==> src/rtl/sram_stream_reader_pkg.sv <==
// Shared definitions for the SRAM read-stream sequencer: FSM encoding and
// the MAC-wide data/address width defaults.
package sram_stream_reader_pkg;

  localparam int unsigned MAC_BW = 32;
  localparam int unsigned MAC_AW = 10;

  typedef enum logic [1:0] {
    ST_IDLE,
    ST_RUN,
    ST_DRAIN,
    ST_FIN
  } rd_state_t;

endpackage

==> src/rtl/sram_stream_reader_fifo.sv <==
// Small synchronous FIFO buffering SRAM read data ahead of the output stream;
// the head word is presented combinationally.
module stream_fifo
  import sram_stream_reader_pkg::*;
#(
  parameter int unsigned DEPTH = 2,
  parameter int unsigned BW    = MAC_BW
) (
  input  logic                         CLK,
  input  logic                         RST,
  input  logic                         push,
  input  logic [BW-1:0]                push_data,
  input  logic                         pop,
  output logic [$clog2(DEPTH+1)-1:0]   count,
  output logic [BW-1:0]                head
);

  localparam int unsigned CW = $clog2(DEPTH + 1);
  localparam int unsigned PW = (DEPTH > 1) ? $clog2(DEPTH) : 1;
  localparam logic [CW-1:0] FULL = CW'(DEPTH);

  logic [BW-1:0] mem [DEPTH];
  logic [PW-1:0] rd_ptr;
  logic [PW-1:0] wr_ptr;
  logic          do_push;
  logic          do_pop;

  function automatic logic [PW-1:0] ptr_next(input logic [PW-1:0] p);
    return (p == PW'(DEPTH - 1)) ? '0 : p + 1'b1;
  endfunction

  assign do_pop  = pop && (count != '0);
  assign do_push = push && ((count != FULL) || do_pop);
  assign head    = mem[rd_ptr];

  always_ff @(posedge CLK or posedge RST) begin
    if (RST) begin
      rd_ptr <= '0;
      wr_ptr <= '0;
      count  <= '0;
      for (int unsigned i = 0; i < DEPTH; i++) mem[i] <= '0;
    end else begin
      if (do_push) begin
        mem[wr_ptr] <= push_data;
        wr_ptr      <= ptr_next(wr_ptr);
      end
      if (do_pop) rd_ptr <= ptr_next(rd_ptr);
      case ({do_push, do_pop})
        2'b10:   count <= count + 1'b1;
        2'b01:   count <= count - 1'b1;
        default: count <= count;
      endcase
    end
  end

endmodule

==> src/rtl/sram_stream_reader.sv <==
// Issues LEN consecutive SRAM reads from BASE and presents the returned words
// as a valid/ready stream with a last marker and a completion pulse.
module sram_stream_reader
  import sram_stream_reader_pkg::*;
#(
  parameter int unsigned BW         = MAC_BW,
  parameter int unsigned AW         = MAC_AW,
  parameter int unsigned FIFO_DEPTH = 2
) (
  input  logic          CLK,
  input  logic          RST,
  input  logic          START,
  input  logic [AW-1:0] BASE,
  input  logic [AW:0]   LEN,
  output logic          BUSY,
  output logic          DONE,
  output logic          MEM_CSN,
  output logic          MEM_WEN,
  output logic [AW-1:0] MEM_A,
  input  logic [BW-1:0] MEM_DOUT,
  output logic          OUT_VALID,
  input  logic          OUT_READY,
  output logic [BW-1:0] OUT_DATA,
  output logic          OUT_LAST
);

  localparam int unsigned CW = $clog2(FIFO_DEPTH + 1);

  rd_state_t     state;
  rd_state_t     state_nx;
  logic [AW:0]   len_q;
  logic [AW:0]   issued;
  logic [AW:0]   out_idx;
  logic          inflight;
  logic          issue;
  logic          pop;
  logic          start_ok;
  logic [CW-1:0] fifo_count;
  logic [CW:0]   occupancy;

  stream_fifo #(
    .DEPTH (FIFO_DEPTH),
    .BW    (BW)
  ) u_fifo (
    .CLK       (CLK),
    .RST       (RST),
    .push      (inflight),
    .push_data (MEM_DOUT),
    .pop       (pop),
    .count     (fifo_count),
    .head      (OUT_DATA)
  );

  assign OUT_VALID = (fifo_count != '0);
  assign pop       = OUT_VALID & OUT_READY;
  // Buffer fill after this cycle; a pop implies a buffered word, so no underflow.
  assign occupancy = {1'b0, fifo_count} + (CW+1)'(inflight) - (CW+1)'(pop);
  assign issue     = (state == ST_RUN) && (issued < len_q) &&
                     (occupancy < (CW+1)'(FIFO_DEPTH));
  assign MEM_CSN   = ~issue;
  assign MEM_WEN   = 1'b1;
  assign OUT_LAST  = OUT_VALID && (out_idx == len_q - 1'b1);
  assign BUSY      = (state == ST_RUN) || (state == ST_DRAIN);
  assign DONE      = (state == ST_FIN);
  assign start_ok  = (state == ST_IDLE) && START;

  always_comb begin
    state_nx = state;
    case (state)
      ST_IDLE:  if (START) state_nx = (LEN == '0) ? ST_FIN : ST_RUN;
      ST_RUN:   if (issued == len_q) state_nx = ST_DRAIN;
      ST_DRAIN: if (pop && OUT_LAST) state_nx = ST_FIN;
      ST_FIN:   state_nx = ST_IDLE;
      default:  state_nx = ST_IDLE;
    endcase
  end

  always_ff @(posedge CLK or posedge RST) begin
    if (RST) begin
      state    <= ST_IDLE;
      MEM_A    <= '0;
      len_q    <= '0;
      issued   <= '0;
      out_idx  <= '0;
      inflight <= 1'b0;
    end else begin
      state    <= state_nx;
      inflight <= issue;
      if (start_ok) begin
        MEM_A   <= BASE;
        len_q   <= LEN;
        issued  <= '0;
        out_idx <= '0;
      end else begin
        if (issue) begin
          MEM_A  <= MEM_A + 1'b1;
          issued <= issued + 1'b1;
        end
        if (pop) out_idx <= out_idx + 1'b1;
      end
    end
  end

endmodule

==> config.mk <==
export PLATFORM = sky130hd
export DESIGN_NAME = sram_stream_reader
export DESIGN_NICKNAME = d
export VERILOG_FILES = /design/src/rtl/sram_stream_reader_pkg.sv /design/src/rtl/sram_stream_reader_fifo.sv /design/src/rtl/sram_stream_reader.sv
export SDC_FILE = /design/constraint.sdc
export NUM_CORES = 1
export LEC_CHECK = 0
export ABC_AREA = 1
export BUFFER_PORTS_ARGS = -buffer_cell sky130_fd_sc_hd__buf_2
export CORE_UTILIZATION = 25
export DETAILED_ROUTE_END_ITERATION = 12
export PLACE_DENSITY = 0.45
export SLEW_MARGIN = 10
export SYNTH_ARGS = -nofsm -noshare
export SYNTH_HDL_FRONTEND = slang
export SYNTH_HIERARCHICAL = 1
export SYNTH_SLANG_ARGS = --single-unit
==> constraint.sdc <==
create_clock -name CLK -period 2.85 [get_ports CLK]
set_input_delay 0.7125 -clock CLK [delete_from_list [all_inputs] [get_ports CLK]]
set_output_delay 0.7125 -clock CLK [all_outputs]
set_load 0.05 [all_outputs]
==> results.txt <==
* Status: finished, violations left
- The checks that failed: setup timing.
- Synthesis handed over a netlist of between 800 and 900 instances.
- Instance area at placement: between 7000 and 8000 sq um
- Total overflow reported by the global router: 0
- TritonCTS clock tree: built
- The number of max-slew violations in the final report is 0.
- Summed over all cells, the static leakage comes to 4.23 nW.
- Startpoint Class: flop
* Y dimension of the die: 164 um
- The biggest area contributor in the post-synthesis netlist is sky130_fd_sc_hd__dfrtp_1.
- Share of final-layout standard cells stronger than drive strength 1: 0.237
* Total of endpoints with negative setup slack in the final report: 2
- The number of different library cells used by synthesis comes to 41.
- Number of cell instances on the worst register-to-register path: 14
- Worst-path cell chain: buf_6 > inv_2 > ha_4 > inv_2 > nand2_2 > fa_2 > inv_2 > nor2_4 > nand2_2 > buf_8
- Chip width: 164 um
- For this design the ratio of total power to cell area is 1280 nW/um^2.
- Before antenna repair, the detailed router went through 4 iterations.
* Share of total power in the clock network: 0.225
* Core Footprint: 25400 sq um
- H-tree levels: 4
* Initial core utilization: 0.258
* Async set-reset flop share out of synthesis: 1.00
* Pin count of the biggest net entering global routing: 68
- Largest fanout on the critical path: 6
- Synth Warn #: 6
- Summing all non-filler instances in the final layout gives an area of roughly 8300 sq um.
- In this run the clock root is driven by a sky130_fd_sc_hd__clkbuf_16.
- Most common cell after layout, fill and taps aside: sky130_fd_sc_hd__nand2_1
- Number of flops mapped to enable cells by yosys: 0
* VDD IR-drop max: 0.604 mV
- First-pass GRT wire length: roughly 30 mm
* Power dissipated by switching net loads: just over 5 mW
* Crit share post-route: 1.03
- The number of antenna diodes in the final layout is 0.
- Counting both buffers and inverters, the worst setup path holds a total of 5.
* Number of DRC violations after detailed routing: 0
* Normalized max-slew margin: 0.493
- Detail-routed via count per cell: roughly 4.5
- Compared with the post-synthesis result, the final layout area differs by 26.1%.
- DRT Wirelength: roughly 18 mm
- On the worst path, the slowest cell contributes a delay of ~0.54 ns.
* Sequential Area: 2860 sq um
* Later-pin clock latency in the skew report: roughly 0.42 ns
- Slowest stage cell on the critical path: sky130_fd_sc_hd__fa_2
* Setup slack of the most critical reg-to-reg path: 0.49 ns
- Derived from the worst setup path, the maximum achievable clock frequency is approximately 340 MHz.
- Final hold violation count: 0
* Commonest cells after routing, fill and taps aside: sky130_fd_sc_hd__nand2_1 (335), sky130_fd_sc_hd__dfrtp_1 (111), sky130_fd_sc_hd__buf_2 (101)
* Die ar.: roughly 27000 sq um
- Internal power summed over all cells: between 5 and 6 mW
- Setup slack of the critical path after layout: -0.0881 ns
- Endpoint of the most critical register-to-register path: issued[3]
* Utilization after layout: 0.325
- Setup TNS after final layout: -0.152 ns
- Vias in the first global route: 5729
- Number of standard-cell rows in the floorplan: 58
- Cells taking the most area after synthesis: sky130_fd_sc_hd__dfrtp_1 (44%), sky130_fd_sc_hd__nand2_1 (20%), sky130_fd_sc_hd__nand4_1 (7.0%), sky130_fd_sc_hd__ha_1 (4.2%), sky130_fd_sc_hd__inv_1 (2.9%)
- Launch instance of the worst register-to-register path: u_fifo/count[0]
- By instance count, the cell type seen most on the critical path is sky130_fd_sc_hd__inv_2.
* Overall global routing resource usage: 0.144
- Multi-input combinational cell area: around 3300 sq um
* Cell area after technology mapping: roughly 6500 sq um
* CP startpoint: u_fifo/count[0]
- Pin placement for this block handled between 100 and 150 I/O pins.
* Hpwl dp: approximately 12 mm
- Hold Buf Count CTS: 0
- Antenna violations before repair: 0
- The number of nets handed over by synthesis was about 940.
- Of the total power, the share spent switching nets is 0.482.
- Flop and latch count out of synthesis: between 100 and 150
- Via count of the routed design: approximately 5900
- Of the post-synthesis cell area, the dominant cell type holds 0.436.
* Worst EP arrival: roughly 2.2 ns
- Clk slew on worst S/H paths: approximately 0.060 ns
- Total chip power: 10.5 mW
* Layout filler cell count: around 2800
- The number of clock buffers added by TritonCTS is 17.
- Max-cap violations: 0
- Number of violations reported at the end of detailed-routing iteration 0: between 300 and 400
- Of the synthesized area, sequential elements account for 0.436.
- STA classifies the critical path endpoint as an output pin.
- Net count of the finished layout: around 1000
- Worst hold slack: ~0.2 ns
* Number of nets still failing antenna checks after routing: 0
- Counting I/O delays and the setup requirement, the final critical path takes between 2 and 3 ns.
* Number of clock sinks: 114
- Across the routed clock network, the largest skew measured is ~0.0071 ns.
- Category of the critical setup timing path: reg2out
* # port buffers: 103
- Sequential cell fraction of total power: 0.259
* Transition time at the pin with the least slew margin: 0.760 ns
- At the worst endpoint, the required time is about 2.1 ns.
* Maximum buffer depth of the clock tree: 2
- Among cell families on the critical path, the largest total delay comes from adder cells.
- Each instance of the synthesized netlist takes up on average 7.64 sq um.
- The worst hold path belongs to the class in2async.
* Placer Congestion: slightly below 0.8
- Unrepaired setup endpoints after global routing: true
- Combinational group share of total power: 0.515
- Post-detailed-route wirelength per cell: roughly 14 um
* Flip-flop cell with the highest count after synthesis: sky130_fd_sc_hd__dfrtp_1
power by group through the flow:
stage	sequential (mW)	combinational (mW)	clock [mW]
2_1_floorplan	2.85	3.82	0
3_3_place_gp	2.74	5.25	0
3_5_place_dp	2.73	5.27	0
4_1_cts	2.72	5.39	2.45
5_1_grt	2.84	6.03	2.51
6_report	2.73	5.43	2.38
metal layers:
metal  wire (um)  vias to the layer above  global-route usage  share of wire
li1            -                     3022                   -              -
met1        8860                     2701               0.193           0.48
met2        8310                      138               0.230           0.45
met3         870                       23              0.0306          0.047
met4         349                        0              0.0484          0.019
met5           0                        -                   0              0
area by class of cell:
class                   count  share of cell area
clock buffers              21              0.0570
inverters                  59              0.0271
repair buffers            134              0.0966
multi-input cells         638               0.401
well taps                 330              0.0500
flip-flops and latches    114               0.346
clock inverters            10              0.0218
sequential cells by signal, indices dropped and copies added (netlist names), 2 cells and up:
| name | flops |
|---|---|
| MEM_A | 10 |
| state | 2 |
| u_fifo/mem | 64 |
| len_q | 11 |
| issued | 11 |
| out_idx | 11 |
| u_fifo/count | 2 |
worst reg2reg max path, cell delays in order, from the launching register on:
cell	delay, ns
sky130_fd_sc_hd__dfrtp_1	0.41
sky130_fd_sc_hd__buf_6	0.15
sky130_fd_sc_hd__inv_2	0.06
sky130_fd_sc_hd__ha_4	0.19
sky130_fd_sc_hd__inv_2	0.04
sky130_fd_sc_hd__nand2_2	0.05
sky130_fd_sc_hd__fa_2	0.35
sky130_fd_sc_hd__xor2_1	0.23
sky130_fd_sc_hd__nor2_4	0.08
sky130_fd_sc_hd__nand2_2	0.09
sky130_fd_sc_hd__buf_4	0.21
sky130_fd_sc_hd__nand2_2	0.10
sky130_fd_sc_hd__buf_12	0.16
sky130_fd_sc_hd__nand2_1	0.06
sky130_fd_sc_hd__o21ai_0	0.07
worst max path at each step:
stage / endpoint / slack (ns) / cells past startpoint
2_1_floorplan: MEM_CSN / -0.01 / 10
5_1_grt: OUT_LAST / -0.23 / 10
3_3_place_gp: MEM_CSN / -0.30 / 11
3_5_place_dp: MEM_CSN / -0.29 / 11
6_report: MEM_CSN / -0.09 / 10
4_1_cts: MEM_CSN / -0.12 / 10
cell usage after synthesis, types with 3 or more instances:
| library cell | number |
|---|---|
| sky130_fd_sc_hd__a21oi_1 | 19 |
| sky130_fd_sc_hd__buf_2 | 25 |
| sky130_fd_sc_hd__buf_6 | 8 |
| sky130_fd_sc_hd__clkbuf_1 | 11 |
| sky130_fd_sc_hd__dfrtp_1 | 114 |
| sky130_fd_sc_hd__ha_1 | 22 |
| sky130_fd_sc_hd__inv_1 | 51 |
| sky130_fd_sc_hd__inv_2 | 7 |
| sky130_fd_sc_hd__nand2_1 | 341 |
| sky130_fd_sc_hd__nand2_2 | 7 |
| sky130_fd_sc_hd__nand3_1 | 37 |
| sky130_fd_sc_hd__nand3_2 | 4 |
| sky130_fd_sc_hd__nand4_1 | 73 |
| sky130_fd_sc_hd__nor2_1 | 36 |
| sky130_fd_sc_hd__nor2_2 | 7 |
| sky130_fd_sc_hd__nor2_4 | 3 |
| sky130_fd_sc_hd__nor3_1 | 5 |
| sky130_fd_sc_hd__nor4_1 | 5 |
| sky130_fd_sc_hd__o21ai_0 | 35 |
| sky130_fd_sc_hd__o31ai_1 | 3 |
| sky130_fd_sc_hd__or2_2 | 3 |
| sky130_fd_sc_hd__xnor2_1 | 5 |
| sky130_fd_sc_hd__xor2_1 | 14 |
per-stage QoR:
stage          std cells  worst slack [ns]
3_5_place_dp        1274            -0.292
4_1_cts             1305            -0.122
2_1_floorplan        857           -0.0114
5_1_grt             1306            -0.227
6_report            1306           -0.0881
3_3_place_gp        1274            -0.303
logic make-up after synthesis:
group / after synthesis / synth area share
buf+inv: 105 / 0.0750
flops: 114 / 0.436
xor+xnor: 19 / 0.0254
fa+ha+maj: 23 / 0.0451
simple gates: 528 / 0.361
compound gates: 67 / 0.0566
other cells: 1 / 0.000573
repair_timing:
action	CTS	global route
setup endpoints to repair	2	2
pin swaps	8	1
buffers inserted	0	1
resized for setup	21	19
No activity file was read; power rests on OpenSTA's default activity.
